===== src/rtl/pattern_pkg.sv =====
// Shared encodings and default sizing for the pattern-scan scheduler.
package pattern_pkg;
  localparam int NREQ_DEF  = 4;
  localparam int WIDTH_DEF = 8;

  // One-hot, matching the detector's state style
  typedef enum logic [3:0] {
    IDLE  = 4'b0001,
    SHIFT = 4'b0010,
    DRAIN = 4'b0100,
    DONE  = 4'b1000
  } state_t;
endpackage


===== src/rtl/pattern_scan_sched_rr_arbiter.sv =====
// Combinational round-robin pick: first set request at or after ptr, wrapping.
module rr_arbiter #(
  parameter int NREQ = 4,
  parameter int IDW  = $clog2(NREQ)
) (
  input  logic [NREQ-1:0] req,
  input  logic [IDW-1:0]  ptr,
  output logic [NREQ-1:0] win,
  output logic [IDW-1:0]  win_id,
  output logic            any
);
  int idx;

  always_comb begin
    win    = '0;
    win_id = '0;
    any    = 1'b0;
    idx    = 0;
    for (int off = 0; off < NREQ; off++) begin
      idx = int'(ptr) + off;
      if (idx >= NREQ) idx = idx - NREQ;
      if (!any && req[idx]) begin
        any      = 1'b1;
        win[idx] = 1'b1;
        win_id   = IDW'(idx);
      end
    end
  end
endmodule


===== src/rtl/pattern_scan_sched.sv =====
// Shares one serial 1011 detector among NREQ requesters: grant, shift word
// MSB-first, count detector hits, report count with requester ID.
module pattern_scan_sched
  import pattern_pkg::*;
#(
  parameter  int NREQ  = NREQ_DEF,
  parameter  int WIDTH = WIDTH_DEF,
  localparam int IDW   = $clog2(NREQ),
  localparam int CNTW  = $clog2(WIDTH + 1)
) (
  input  logic                  clk,
  input  logic                  rst,
  input  logic [NREQ-1:0]       req,
  input  logic [NREQ*WIDTH-1:0] req_data,
  output logic [NREQ-1:0]       gnt,
  output logic                  busy,
  output logic                  det_rst,
  output logic                  det_in,
  output logic                  det_valid,
  input  logic                  det_out,
  output logic                  done,
  output logic [IDW-1:0]        done_id,
  output logic [CNTW-1:0]       match_cnt
);
  state_t            state_q, state_d;
  logic [IDW-1:0]    ptr_q, id_q, win_id, ptr_nxt;
  logic [NREQ-1:0]   win, gnt_q;
  logic              any, valid_d, inc;
  logic [WIDTH-1:0]  shreg_q;
  logic [CNTW-1:0]   bit_q, cnt_q, cnt_nxt, match_q;
  logic [IDW-1:0]    done_id_q;

  rr_arbiter #(.NREQ(NREQ), .IDW(IDW)) u_arb (
    .req    (req),
    .ptr    (ptr_q),
    .win    (win),
    .win_id (win_id),
    .any    (any)
  );

  assign ptr_nxt = (win_id == IDW'(NREQ - 1)) ? '0 : win_id + IDW'(1);

  // Detector output is registered, so a hit belongs to the bit sent one cycle earlier
  assign inc     = valid_d & det_out;
  assign cnt_nxt = (inc && cnt_q != '1) ? cnt_q + CNTW'(1) : cnt_q;

  assign busy      = (state_q != IDLE);
  assign det_rst   = (state_q == IDLE);
  assign det_valid = (state_q == SHIFT);
  assign det_in    = (state_q == SHIFT) ? shreg_q[WIDTH-1] : 1'b0;
  assign done      = (state_q == DONE);
  assign gnt       = gnt_q;
  assign done_id   = done_id_q;
  assign match_cnt = match_q;

  always_comb begin
    state_d = state_q;
    case (state_q)
      IDLE:    if (any) state_d = SHIFT;
      SHIFT:   if (bit_q == CNTW'(WIDTH - 1)) state_d = DRAIN;
      DRAIN:   state_d = DONE;
      DONE:    state_d = IDLE;
      default: state_d = IDLE;
    endcase
  end

  always_ff @(posedge clk or negedge rst) begin
    if (!rst) begin
      state_q   <= IDLE;
      ptr_q     <= '0;
      id_q      <= '0;
      shreg_q   <= '0;
      bit_q     <= '0;
      cnt_q     <= '0;
      valid_d   <= 1'b0;
      gnt_q     <= '0;
      match_q   <= '0;
      done_id_q <= '0;
    end else begin
      state_q <= state_d;
      valid_d <= det_valid;
      gnt_q   <= '0;
      cnt_q   <= cnt_nxt;
      case (state_q)
        IDLE: if (any) begin
          shreg_q <= req_data[win_id*WIDTH +: WIDTH];
          id_q    <= win_id;
          ptr_q   <= ptr_nxt;
          gnt_q   <= win;
          cnt_q   <= '0;
          bit_q   <= '0;
        end
        SHIFT: begin
          shreg_q <= {shreg_q[WIDTH-2:0], 1'b0};
          bit_q   <= bit_q + CNTW'(1);
        end
        // Last detector hit arrives during DRAIN; fold it into the result
        DRAIN: begin
          match_q   <= cnt_nxt;
          done_id_q <= id_q;
        end
        default: ;
      endcase
    end
  end
endmodule


===== config.mk =====
export PLATFORM = sky130hd
export DESIGN_NAME = pattern_scan_sched
export DESIGN_NICKNAME = d
export VERILOG_FILES = /design/src/rtl/pattern_pkg.sv /design/src/rtl/pattern_scan_sched_rr_arbiter.sv /design/src/rtl/pattern_scan_sched.sv
export SDC_FILE = /design/constraint.sdc
export NUM_CORES = 1
export LEC_CHECK = 0
export BUFFER_PORTS_ARGS = -buffer_cell sky130_fd_sc_hd__buf_2
export CAP_MARGIN = 20
export CORE_UTILIZATION = 55
export DETAILED_ROUTE_END_ITERATION = 8
export GPL_TIMING_DRIVEN = 0
export PLACE_DENSITY = 0.87
export SETUP_SLACK_MARGIN = 0.3
export SYNTH_ARGS = -nofsm -noshare
export SYNTH_HDL_FRONTEND = slang
export SYNTH_SLANG_ARGS = --single-unit
export TNS_END_PERCENT = 100

===== constraint.sdc =====
create_clock -name clk -period 3.95 [get_ports clk]
set_clock_uncertainty 0.05 [all_clocks]
set_input_delay 0.395 -clock clk [delete_from_list [all_inputs] [get_ports clk]]
set_output_delay 0.395 -clock clk [all_outputs]
set_load 0.02 [all_outputs]

# [Word-level counts from Yosys, hierarchy flattened]
# Index checks and enable logic that the tools add are counted.
[word_totals] register_bits=35 output_inout_bits=15 elab_cells=112
[classes] bitwise=4 eq_ne=10 n_shift=1 n_mux=50 addsub=10 reduce_logical=15 n_lt_le_gt_ge=12
[op_table] operator="32-bit by 1-bit greater-or-equal comparator with 1-bit output (second input constant)" n=4
[op_table] operator="32-bit by 4-bit less-than comparator with 1-bit output (second input constant)" n=4
[op_table] operator="32-bit two-way mux" n=4
[op_table] operator="32-bit by 4-bit greater-or-equal comparator with 1-bit output (second input constant)" n=3
[op_table] operator="32-bit by 4-bit subtractor with 32-bit output (second input constant)" n=3
[op_table] operator="4-bit two-way mux" n=12
[op_table] operator="32-bit by 6-bit variable part select with 8-bit output" n=1
[op_table] operator="1-bit two-way mux" n=17
[op_table] operator="8-bit one-hot mux with 2 select lines" n=1
[op_table] operator="4-bit bitwise OR" n=3
[op_table] operator="4-bit one-hot mux with 3 select lines" n=1
[op_table] operator="2-bit two-way mux" n=5
[op_table] operator="4-bit by 1-bit adder with 4-bit output (second input constant)" n=2
[op_table] operator="1-bit binary-select mux with 2-bit select" n=4
[op_table] operator="1-bit demux with 2-bit select" n=4
[op_table] operator="4-bit by 3-bit equality test with 1-bit output (second input constant)" n=2
[op_table] operator="1-bit logical AND" n=8
[op_table] operator="8-bit two-way mux" n=1
[op_table] operator="4-bit one-hot mux with 2 select lines" n=1
[op_table] operator="2-bit by 2-bit adder with 3-bit output (second input constant)" n=2
[op_table] operator="2-bit AND reduction" n=3
[op_table] operator="4-bit by 1-bit equality test with 1-bit output (second input constant)" n=1
[op_table] operator="4-bit by 2-bit equality test with 1-bit output (second input constant)" n=1
[op_table] operator="4-bit equality test (second input constant)" n=1
[op_table] operator="11 further kinds" n=14

# [Longest topological paths before layout]
# Gate-level depths: netlist (run 1).
[logic_depth] ltp_word=18 ltp_mapped=14 ltp_nobuf=10

# [Cells and area by module]
# Synthesis (run 1) repeated with hierarchy kept, for this count alone.
[unflattened] cells_unflattened=197 hier_area_um2=2219.6
[by_module_without_submodules] mod="pattern_scan_sched" cells_each=149 instances=1 seq_area_each_um2=877.1 area_per_inst_um2=1759.2
[by_module_without_submodules] mod="rr_arbiter" cells_each=48 instances=1 seq_area_each_um2=0.0 area_per_inst_um2=460.4

# [Worst setup path before layout (run 1)]
# No wires, ideal clock.
[synth_timing] path_type="reg-to-reg" from="register ptr_q[0]" to="register ptr_q[0]" period_less_slack_ps=3122 path_stages_with_launch=15 t_required_ps=3779 arrival_ps=2951 slack_ps=828 setup_time_ps=121 cell_sequence="dfrtp_1 buf_6 inv_1 clkbuf_1 ha_1 buf_2 mux4_2 nor2b_4 or2_4 buf_6 nand2_2 nand2_1 ha_1 o21ai_1 a22o_1"
[synth_via] elab_chain_len=17 elab_cells_between_ends=45 classes_between="add/sub: 8; order compare: 4; eq/ne: 1; mux: 25; reduce/logical: 7"
[synth_rtl] item="from (decl)" line="pattern_scan_sched.sv:26" text="logic [IDW-1:0] ptr_q, id_q, win_id, ptr_nxt;"
[synth_rtl] item="from (signal assigned)" line="pattern_scan_sched.sv:88" text="ptr_q <= ptr_nxt;"
[synth_rtl] item="branches (longest 14 deep; another with 32-bit by 4-bit subtractor with 32-bit output)"
[synth_rtl] item="2-bit two-way mux *" line="pattern_scan_sched_rr_arbiter.sv:22" text="if (!any && req[idx]) begin"
[synth_rtl] item="via u_arb.win_id[0]" line="pattern_scan_sched_rr_arbiter.sv:9" text="output logic [IDW-1:0] win_id,"
[synth_rtl] item="2-bit by 1-bit adder with 2-bit output / 2-bit equality test (equally long branches)" line="pattern_scan_sched.sv:41" text="assign ptr_nxt = (win_id == IDW'(NREQ - 1)) ? '0 : win_id + IDW'(1);"
[synth_rtl] item="2-bit two-way mux *" line="pattern_scan_sched.sv:41"
# Mark *: on every way through the listed nets, which the timed path passes. The select of a mux whose other input is x is not followed.
# A chain may end at the register's enable or synchronous reset.

# [Worst setup path after layout (run 1)]
# Same ends and word-level chain as after synthesis.

==> impl_metrics.py, run 1 <==
metrics = {
    "run_status": {
        "run_status": "completed",
    },
    "clock_network": {
        "worst_setup_hold_path_clk_slew_ns": 0.08,
        "insertion_delay_ns": 0.29,
        "cts_buffer_depth": 2,
        "ctsHtreeMaxLevel": 2,
        "cts_tree": "done",
        "cts-buffers-inserted": 5,
        "clkSinkCount": 35,
        "cts_root_buffer": "clkbuf_8",
    },
    "yosys": {
        "muxShareOfSynthArea_pct": 10.8,
        "synthesis.area_mm2": 0.00243,
        "postSynthCellCount": 262,
        "synth-compound-area-share_pct": 23.1,
        "syn_area_per_cell_um2": 9.28,
        "synth-xor-area-share_pct": 0.720,
        "synth_top_family_by_area": "compound AO/OA/AOI/OAI gates",
        "ys_seq_area_share_pct": 36.1,
        "synth-seq-cells": 35,
        "synth_adder_area_share_pct": 3.60,
        "synth_nets": 308,
        "synthFlopType": "dfrtp_1",
        "synthSimpleGateAreaFrac_pct": 20.3,
        "ys_types": 56,
        "synthArstFlopShare_pct": 100,
        "yosysWarnings": 0,
        "synth_edf_count": 0,
    },
    "flow_run": {
        "max-cap-violations": 0,
    },
    "drt": {
        "antenna_left": 0,
        "viasPerCell": 6.35,
        "firstDrtPassIters": 4,
        "wl_mm": 6.04,
        "routedWlPerCell_um": 16.2,
        "drtIter0Drc": 154,
        "dr_total_vias": 2370,
        "drcViolationCount": 0,
    },
    "worst_setup_path": {
        "cp_max_fo": 11,
        "cp_cell_sequence": "buf_6 > inv_1 > buf_2 > ha_1 > buf_2 > mux4_2 > nor2b_4 > or2_4 > buf_6 > nand2_2 > nand2_1 > ha_1 > o21ai_1 > a22o_1",
        "cp_slowest_cell": "mux4_2",
        "worst_setup_path_start_kind": "flop",
        "path_class": "reg -> reg",
        "critPathCaptureType": "flop",
        "cp_data_arrival_time_ns": 3.62,
        "critPathBufInv": 5,
        "crit_family": "buffers and inverters",
        "max_stage_delay_ns": 0.60,
        "cp.required_ns": 4.08,
    },
    "layout": {
        "drive_gt1_share_pct": 27.2,
        "layout.nets": 368,
        "final_util_pct": 70.0,
        "n_antenna_cell": 0,
        "area_growth_pct": 18.5,
    },
    "global_route": {
        "met3_usage_pct": 4.44,
        "grt_util_all_layers_pct": 27.9,
        "use_met2_pct": 45.2,
        "grt_pass1_vias": 2167,
        "grt_max_degree": 36,
        "overflow": 0,
        "antenna_found_initial": 0,
        "busiest_layer": "met2",
        "use_met1_pct": 37.4,
        "grt_pass1_wl_mm": 9.71,
    },
    "floorplan": {
        "fp.dieH_um": 68.5,
        "core-area_mm2": 0.00412,
        "start_util_pct": 59.1,
        "dieArea_mm2": 0.00469,
        "rows": 23,
        "die_x_um": 68.5,
        "io_pins": 54,
    },
    "sta": {
        "finalMaxSlewViolations": 0,
        "fin_ws_ns": 0.452,
        "fmax_mhz": 286,
        "period_share_pct": 88.6,
        "min_period_ns": 3.50,
        "hold_violations": 0,
        "rsz0062_at_grt": "false",
        "worstMarginPinSlew_ns": 0.759,
        "fin_setup_tns_ns": 0,
        "worst_slew_margin_rel_pct": 49.4,
        "setup_viol": 0,
    },
    "power": {
        "powerDensity_mw_per_mm2": 775,
        "leakage_nw": 1.32,
        "ir_worst_vdd_mv": 0.429,
    },
    "placement": {
        "post-dp-hpwl_mm": 4.41,
        "port_buffers": 52,
        "gp_congestion": 0.831,
        "post-place-ws_ns": 0.249,
    },
    "hold_path": {
        "hp-class": "in -> async",
    },
}
[routing by layer]
layer / up-vias / part of all wire [%]
met5: - / 0
met4: 0 / 1.9
met3: 10 / 7.7
met2: 122 / 47
met1: 1113 / 43
li1: 1125 / -
[cells in the mapped netlist, drive strengths merged, types with 3 or more instances]
| library cell | count | area, um2 |
|---|---|---|
| dfrtp | 34 | 851 |
| nand2 | 18 | 70.1 |
| inv | 8 | 30.0 |
| o21ai | 10 | 50.0 |
| mux2i | 9 | 90.1 |
| buf | 8 | 57.6 |
| clkbuf | 11 | 41.3 |
| ha | 7 | 87.6 |
| o22a | 6 | 52.6 |
| a22oi | 11 | 82.6 |
| a21oi | 6 | 33.8 |
| nor3 | 11 | 60.1 |
| nor2 | 35 | 134 |
| o22ai | 3 | 18.8 |
| nor2b | 3 | 26.3 |
| a31oi | 3 | 18.8 |
| o221ai | 12 | 105 |
| a221oi | 10 | 87.6 |
| mux2 | 10 | 128 |
| nand3 | 7 | 35.0 |
| and3 | 7 | 43.8 |
[cell families (layout without fill, tap and decap cells)]
logic type | count (synthesis) | in the layout
simple gates | 95 | 95
compound gates | 74 | 74
flops | 35 | 35
buf+inv | 28 | 89
mux | 21 | 21
fa+ha+maj | 7 | 7
xor+xnor | 2 | 2
[path summary, 6_finish.rpt]
check | start | endpoint | slack, ns | cells after the start
setup / recovery | ptr_q[0] | ptr_q[0] | 0.45 | 14
hold / removal | rst | shreg_q[4] | 0.12 | 1
setup reg to reg | ptr_q[0] | ptr_q[0] | 0.45 | 14
hold reg to reg | id_q[1] | id_q[1] | 0.43 | 1
max in group asynchronous | rst | cnt_q[2] | 3.24 | 1
min in group clk | req_data[15] | shreg_q[7] | 0.32 | 3
[area by class of cell]
cell class	count	area (um2)
tap	50	62.6
multi-input combinational	199	1420
fill	314	1230
clock buffer	6	82.6
inverter	9	33.8
buffer	19	100
clock inverter	2	35.0
sequential	35	877
timing repair buffer	53	268
[cell usage in the layout, fill, tap and decap left out, types with 4 or more instances in the layout]
cell type  count
nand2_1       17
o221ai_1      12
o21ai_0        9
clkbuf_1      10
o22a_1         6
nand3_1        7
nor3_1        10
clkbuf_8       6
buf_2         57
ha_1           7
a22oi_1       11
a221oi_1      10
a21oi_1        5
inv_1          8
and3_1         7
dfrtp_1       34
mux2_4         4
nor2_1        34
mux2i_1        9
[flip-flops by register name (all words and copies together), names as in the netlist]
register   cells
match_cnt      4
done_id        2
cnt_q          4
shreg_q        8
id_q           2
valid_d        1
ptr_q          2
state_q        4
gnt            4
bit_q          4
[through the flow]
stage	power, mW	std cells	hold WS (ns)	instance area [um2]
floorplan	1.56	262	0.0494	2430
global route	2.39	373	0.194	2880
CTS	2.21	372	0.151	2870
finish	2.23	373	0.125	2880
global placement	1.84	364	0.411	2760
detailed placement	1.87	364	0.413	2760
[worst reg2reg max path, delay by kind of cell (launching register included)]
kind,cells,cell delay (ns)
adder cells (fa/ha/maj),2,0.48
AND/OR/NAND/NOR,4,0.66
buffers and inverters,5,0.87
multiplexers,1,0.60
flip-flops,1,0.39
AO/OA/AOI/OAI,2,0.33
[repair_timing]
action                     in CTS  in global routing
hold buffers                    0                  0
setup buffers                   0                  1
gates resized for setup         1                  1
cloned                          0                  0
setup endpoints to repair       1                  1
[power by group]
part	total, mW	internal (mW)	switching [mW]
combinational	1.36	0.554	0.802
sequential	0.541	0.476	0.0647
clock	0.335	0.204	0.131
No activity file was read; power rests on OpenSTA's default activity.
==> inputs of run 2 (changes only) <==
- CORE_UTILIZATION: 55 -> 56
- CTS_BUF_LIST: not set -> sky130_fd_sc_hd__clkbuf_4
- PLACE_DENSITY: 0.87 -> 0.88
==> run 2 against run 1 <==
Worst setup slack better by 0.069 ns. Count of clock-buffer cells in the layout down 1. Core utilization down 0.39 points. Global-route usage up 0.47 points. Largest cell class unchanged.
==> impl_metrics.py, run 2 (synthesis gave the netlist of run 1 again) <==
metrics = {
    "run_status": {
        "run_status": "completed",
    },
    "floorplan": {
        "fp.dieH_um": 67.9,
        "rows": 23,
        "dieArea_mm2": 0.00461,
        "io_pins": 54,
        "start_util_pct": 59.5,
        "core-area_mm2": 0.00409,
        "die_x_um": 67.9,
    },
    "layout": {
        "layout.nets": 368,
        "area_growth_pct": 17.0,
        "largest_register_ffs": 8,
        "drive_gt1_share_pct": 27.2,
        "n_antenna_cell": 0,
        "final_common_cell": "buf_2",
        "final_cell_mix": "buf_2 (57), nor2_1 (34), dfrtp_1 (34)",
        "top_register": "shreg_q",
    },
    "worst_setup_path": {
        "reg2regPathDepth": 14,
        "timing.rr.start": "ptr_q[0]",
        "cp_data_arrival_time_ns": 3.61,
        "cp.required_ns": 4.13,
        "worst_r2r_endpoint": "ptr_q[0]",
        "ff2ff_setup_slack_ns": 0.52,
        "cp_max_fo": 11,
        "path_class": "reg -> reg",
        "critPathCaptureType": "flop",
        "worst_setup_path_start_kind": "flop",
    },
    "drt": {
        "antenna_left": 0,
        "viasPerCell": 6.40,
        "drcViolationCount": 0,
        "dr_total_vias": 2387,
        "routedWlPerCell_um": 15.9,
        "firstDrtPassIters": 5,
        "wl_mm": 5.94,
        "drtIter0Drc": 180,
    },
    "sta": {
        "fmax_mhz": 292,
        "worst_slew_margin_rel_pct": 44.2,
        "setup_viol": 0,
        "finalMaxSlewViolations": 0,
        "min_period_ns": 3.43,
        "period_share_pct": 86.8,
        "rsz0062_at_grt": "false",
        "worstMarginPinSlew_ns": 0.833,
        "fin_setup_tns_ns": 0,
        "hold_violations": 0,
    },
    "flow_run": {
        "max-cap-violations": 0,
    },
    "global_route": {
        "grt_pass1_wl_mm": 9.74,
        "antenna_found_initial": 0,
        "grt_max_degree": 36,
        "grt_pass1_vias": 2235,
        "grt_util_all_layers_pct": 28.4,
        "overflow": 0,
    },
    "power": {
        "total_power_mw": 2.16,
        "ir_worst_vdd_mv": 0.456,
        "leakage_nw": 1.30,
        "powerDensity_mw_per_mm2": 759,
    },
    "clock_network": {
        "clkSinkCount": 35,
        "cts-buffers-inserted": 5,
        "cts_tree": "done",
        "cts_buffer_depth": 2,
        "worst_setup_hold_path_clk_slew_ns": 0.13,
        "insertion_delay_ns": 0.35,
        "cts_root_buffer": "clkbuf_4",
        "ctsHtreeMaxLevel": 2,
    },
    "placement": {
        "port_buffers": 52,
        "post-dp-hpwl_mm": 4.28,
        "gp_congestion": 0.821,
    },
    "hold_path": {
        "hp-class": "in -> async",
    },
}
==> run 2: cell types whose count changed in the layout (fill, tap and decap cells not counted), sizes merged <==
cell	delta
clkbuf	-1
clkinv	+1
==> run 2: stage by stage <==
step / instance area, um2 / worst slack, ns / hold WS, ns / std cells / util [%]
after global routing: 2850 / 0.346 / 0.0976 / 373 / 69.6
after global placement: 2760 / 0.347 / 0.409 / 364 / 67.4
after CTS: 2840 / 0.301 / 0.0611 / 372 / 69.4
after floorplan: 2430 / 0.828 / 0.0494 / 262 / -
after detailed placement: 2760 / 0.321 / 0.412 / 364 / 67.4
final: 2850 / 0.521 / 0.0449 / 373 / 69.6
==> run 2: power breakdown <==
part / total [mW] / internal [mW] / switching [mW] / leakage [nW]
clock network: 0.264 / 0.133 / 0.131 / 0.0452
logic: 1.35 / 0.554 / 0.801 / 0.818
registers: 0.542 / 0.475 / 0.0669 / 0.438
==> run 2: critical path: stages, from the launching register on <==
cell and delay (ns):
dfrtp_1 0.40, buf_6 0.17, inv_1 0.11, buf_2 0.22, ha_1 0.30, buf_2 0.20
mux4_2 0.59, nor2b_4 0.22, or2_4 0.18, buf_6 0.14, nand2_2 0.14, nand2_1 0.12
ha_1 0.17, o21ai_1 0.07, a22o_1 0.24
==> run 2: final cells by class <==
cell class / instances / area [um2]
Buffer: 19 / 100
Tap cell: 50 / 62.6
Multi-Input combinational cell: 199 / 1420
Timing Repair Buffer: 53 / 268
Fill cell: 328 / 1240
Inverter: 9 / 33.8
Sequential cell: 35 / 877
Clock inverter: 3 / 43.8
Clock buffer: 5 / 37.5
==> run 2: what timing repair did <==
action                     CTS  global route
buffers inserted             0             1
resized for setup            0             3
setup endpoints to repair    0             8
hold buffers                 0             0
==> run 2: how the worst max path moves through the flow <==
stage	from	end	slack, ns	cells after the start
final	ptr_q[0]	ptr_q[0]	0.52	14
after global routing	ptr_q[0]	ptr_q[0]	0.35	14
after CTS	ptr_q[0]	ptr_q[0]	0.30	14
after detailed placement	ptr_q[0]	ptr_q[0]	0.32	14
after floorplan	ptr_q[0]	ptr_q[0]	0.83	14
after global placement	ptr_q[0]	ptr_q[0]	0.35	14
==> run 2: layer usage <==
layer | GRT usage (%) | part of all wire (%)
met1 | 36.5 | 43
met2 | 47.0 | 49
met3 | 5.17 | 8.0
met4 | 11.5 | 0.67
met5 | 0 | 0
==> inputs of run 3 (changes only) <==
- CORE_UTILIZATION: 56 -> 50
- PLACE_DENSITY: 0.88 -> 0.81
- SYNTH_HIERARCHICAL: not set -> 1
==> run 3 against run 2 <==
Routed wire length is 22% lower. Critical path type unchanged. Synthesized area is 8.7% lower. First-iteration DRC count is 43% lower.
==> impl_metrics.py, run 3 <==
metrics = {
    "power": {
        "total_power_mw": 2.12,
        "switchingPower_uw": 889,
        "comb_power_share_pct": 63.7,
        "switching_share_pct": 42.0,
        "leakage_nw": 1.27,
        "seqPwrFrac_pct": 27.3,
        "powerDensity_mw_per_mm2": 804,
        "p_int_mw": 1.23,
        "clock_power_share_pct": 9.0,
        "ir_worst_vdd_mv": 0.525,
    },
    "clock_network": {
        "ctsHtreeMaxLevel": 2,
        "cts_tree": "done",
        "worst_setup_hold_path_clk_slew_ns": 0.10,
        "clkSinkCount": 35,
        "cts-buffers-inserted": 5,
        "cts_buffer_depth": 2,
        "insertion_delay_ns": 0.34,
        "cts_root_buffer": "clkbuf_4",
    },
    "sta": {
        "worstMarginPinSlew_ns": 0.753,
        "finalMaxSlewViolations": 0,
        "worst_slew_margin_rel_pct": 49.8,
        "fmax_mhz": 291,
        "hold_violations": 0,
        "setup_viol": 0,
        "rsz0062_at_grt": "false",
        "hold-worst-slack_ns": 0.0606,
        "period_share_pct": 86.9,
        "min_period_ns": 3.43,
        "fin_setup_tns_ns": 0,
    },
    "drt": {
        "dr_wl_met3_um": 277,
        "viasPerCell": 5.95,
        "highest_layer": "met4",
        "wl_met2_mm": 2.28,
        "firstDrtPassIters": 4,
        "wl_mm": 4.62,
        "drcViolationCount": 0,
        "routedWlPerCell_um": 14.8,
        "drtIter0Drc": 103,
        "antenna_left": 0,
        "dr_total_vias": 1856,
        "wl_met1_mm": 1.93,
    },
    "placement": {
        "place_area_mm2": 0.00255,
        "port_buffers": 53,
        "gp_congestion": 0.813,
        "post-dp-hpwl_mm": 3.44,
    },
    "layout": {
        "nFillCells": 355,
        "layout.nets": 311,
        "top_register": "shreg_q",
        "final_cell_mix": "buf_2 (54), dfrtp_1 (32), o21ai_0 (18)",
        "final_util_pct": 63.6,
        "register_area_um2": 880,
        "area_growth_pct": 18.7,
        "multi_input_area_mm2": 0.00121,
        "drive_gt1_share_pct": 40.1,
        "n_antenna_cell": 0,
        "fin_area_mm2": 0.00263,
        "final_common_cell": "buf_2",
        "largest_register_ffs": 8,
    },
    "run_status": {
        "run_status": "completed",
    },
    "yosys": {
        "syn_area_per_cell_um2": 11.3,
        "synth.most_common_cell": "dfrtp_1",
        "ys_seq_area_share_pct": 39.5,
        "synthFlopType": "dfrtp_1",
        "yosysWarnings": 6,
        "synth_nets": 247,
        "synthesis.area_mm2": 0.00222,
        "synth-seq-cells": 35,
        "ys_types": 49,
        "synth_top_cell_by_area": "dfrtp_1",
        "synth_area_leaders": "dfrtp_1 (38%), mux4_2 (9.1%), ha_1 (6.2%), o21ai_0 (4.1%), mux4_1 (3.6%)",
        "synthArstFlopShare_pct": 100,
        "synth_commonest_cells": "dfrtp_1 (34), o21ai_0 (18), nand2_1 (15), ha_1 (11), nor2_1 (10)",
        "yosysTopAreaCellShare_pct": 38.3,
        "synth_edf_count": 0,
        "postSynthCellCount": 197,
    },
    "global_route": {
        "antenna_found_initial": 0,
        "grt_max_degree": 36,
        "overflow": 0,
        "grt_pass1_wl_mm": 7.67,
        "grt_util_all_layers_pct": 22.5,
        "grt_pass1_vias": 1770,
    },
    "worst_setup_path": {
        "cp_slowest_cell": "dfrtp_2",
        "critPathCaptureType": "flop",
        "cp_cell_sequence": "buf_6 > inv_1 > ha_1 > mux4_2 > buf_6 > nor4b_4 > nor2_1 > a32o_1 > clkbuf_2 > mux4_2 > and3_2 > a221o_1",
        "cp.required_ns": 4.12,
        "path_class": "reg -> reg",
        "cp_max_fo": 10,
        "cp_data_arrival_time_ns": 3.61,
        "worst_setup_path_start_kind": "flop",
        "max_stage_delay_ns": 0.45,
    },
    "floorplan": {
        "die_x_um": 68.6,
        "start_util_pct": 53.6,
        "rows": 23,
        "core-area_mm2": 0.00414,
        "dieArea_mm2": 0.00471,
        "fp.dieH_um": 68.6,
        "io_pins": 54,
    },
    "hold_path": {
        "hp-class": "in -> async",
    },
    "flow_run": {
        "max-cap-violations": 0,
    },
}
run 3: changes by cell type in the layout (fill, tap and decap cells not counted), sizes merged, moves of 5 or more:
cell    previous run  this run
clkbuf            15        10
a221oi            10         0
o221ai            12         0
o21ai             10        18
o22a               6         0
mux4               2        12
nor3              11         4
nor2              35        11
mux2i              9         3
run 3: final timing paths:
kind                               from            to  slack [ns]  depth (start not counted)
setup / recovery               ptr_q[0]    shreg_q[6]        0.52                         12
max in group asynchronous           rst      ptr_q[0]        3.27                          1
hold reg to reg            match_cnt[3]  match_cnt[3]        0.43                          2
min in group clk                det_out      cnt_q[2]        0.42                          4
hold / removal                      rst    shreg_q[7]        0.06                          1
setup reg to reg               ptr_q[0]    shreg_q[6]        0.52                         12
run 3: kinds of logic after synthesis:
group | Yosys count | synth area share, %
AND/OR/NAND/NOR | 63 | 17.0
AO/OA/AOI/OAI | 48 | 13.9
flip-flops | 35 | 39.5
multiplexers | 21 | 17.4
buffers and inverters | 19 | 5.92
adder cells (fa/ha/maj) | 11 | 6.20
run 3: metal layers:
metal | track usage, % | vias to the layer above
met2 | 39.2 | 84
met1 | 25.6 | 881
met4 | 13.0 | 0
met3 | 4.11 | 15
met5 | 0 | -
li1 | - | 876
run 3: per-stage QoR:
stage	worst slack, ns	cells
after floorplan	0.735	197
after global placement	0.429	300
after detailed placement	0.343	300
after CTS	0.308	308
after global routing	0.315	312
final	0.516	312
run 3: critical path, delay by kind of cell, from the launching register on:
kind / cells / cell delay, ns
and+or+nand+nor: 3 / 0.68
buffers and inverters: 4 / 0.63
adders and majority gates: 1 / 0.36
muxes: 2 / 0.63
AOI/OAI and AO/OA: 2 / 0.53
DFF: 1 / 0.45
run 3: what timing repair did:
item | in CTS | in global routing
setup endpoints to repair | 0 | 3
resized for setup | 0 | 3
hold buffers | 0 | 0
buffers inserted | 0 | 4
run 3: power groups by stage:
| stage | Clock, mW | Sequential (mW) | Combinational [mW] |
|---|---|---|---|
| 6_report | 0.191 | 0.579 | 1.35 |
| 5_1_grt | 0.212 | 0.596 | 1.48 |
| 4_1_cts | 0.197 | 0.577 | 1.29 |
| 3_5_place_dp | 0 | 0.583 | 1.29 |
| 3_3_place_gp | 0 | 0.577 | 1.25 |
| 2_1_floorplan | 0 | 0.582 | 1.02 |
run 3: layout make-up:
| cell class | count | share of cell area [%] |
|---|---|---|
| multi-input combinational | 143 | 46.0 |
| inverter | 8 | 1.85 |
| timing repair buffer | 57 | 11.2 |
| tap | 50 | 2.38 |
| sequential | 35 | 33.4 |
| clock buffer | 6 | 1.71 |
| clock inverter | 2 | 0.285 |
| buffer | 11 | 3.18 |
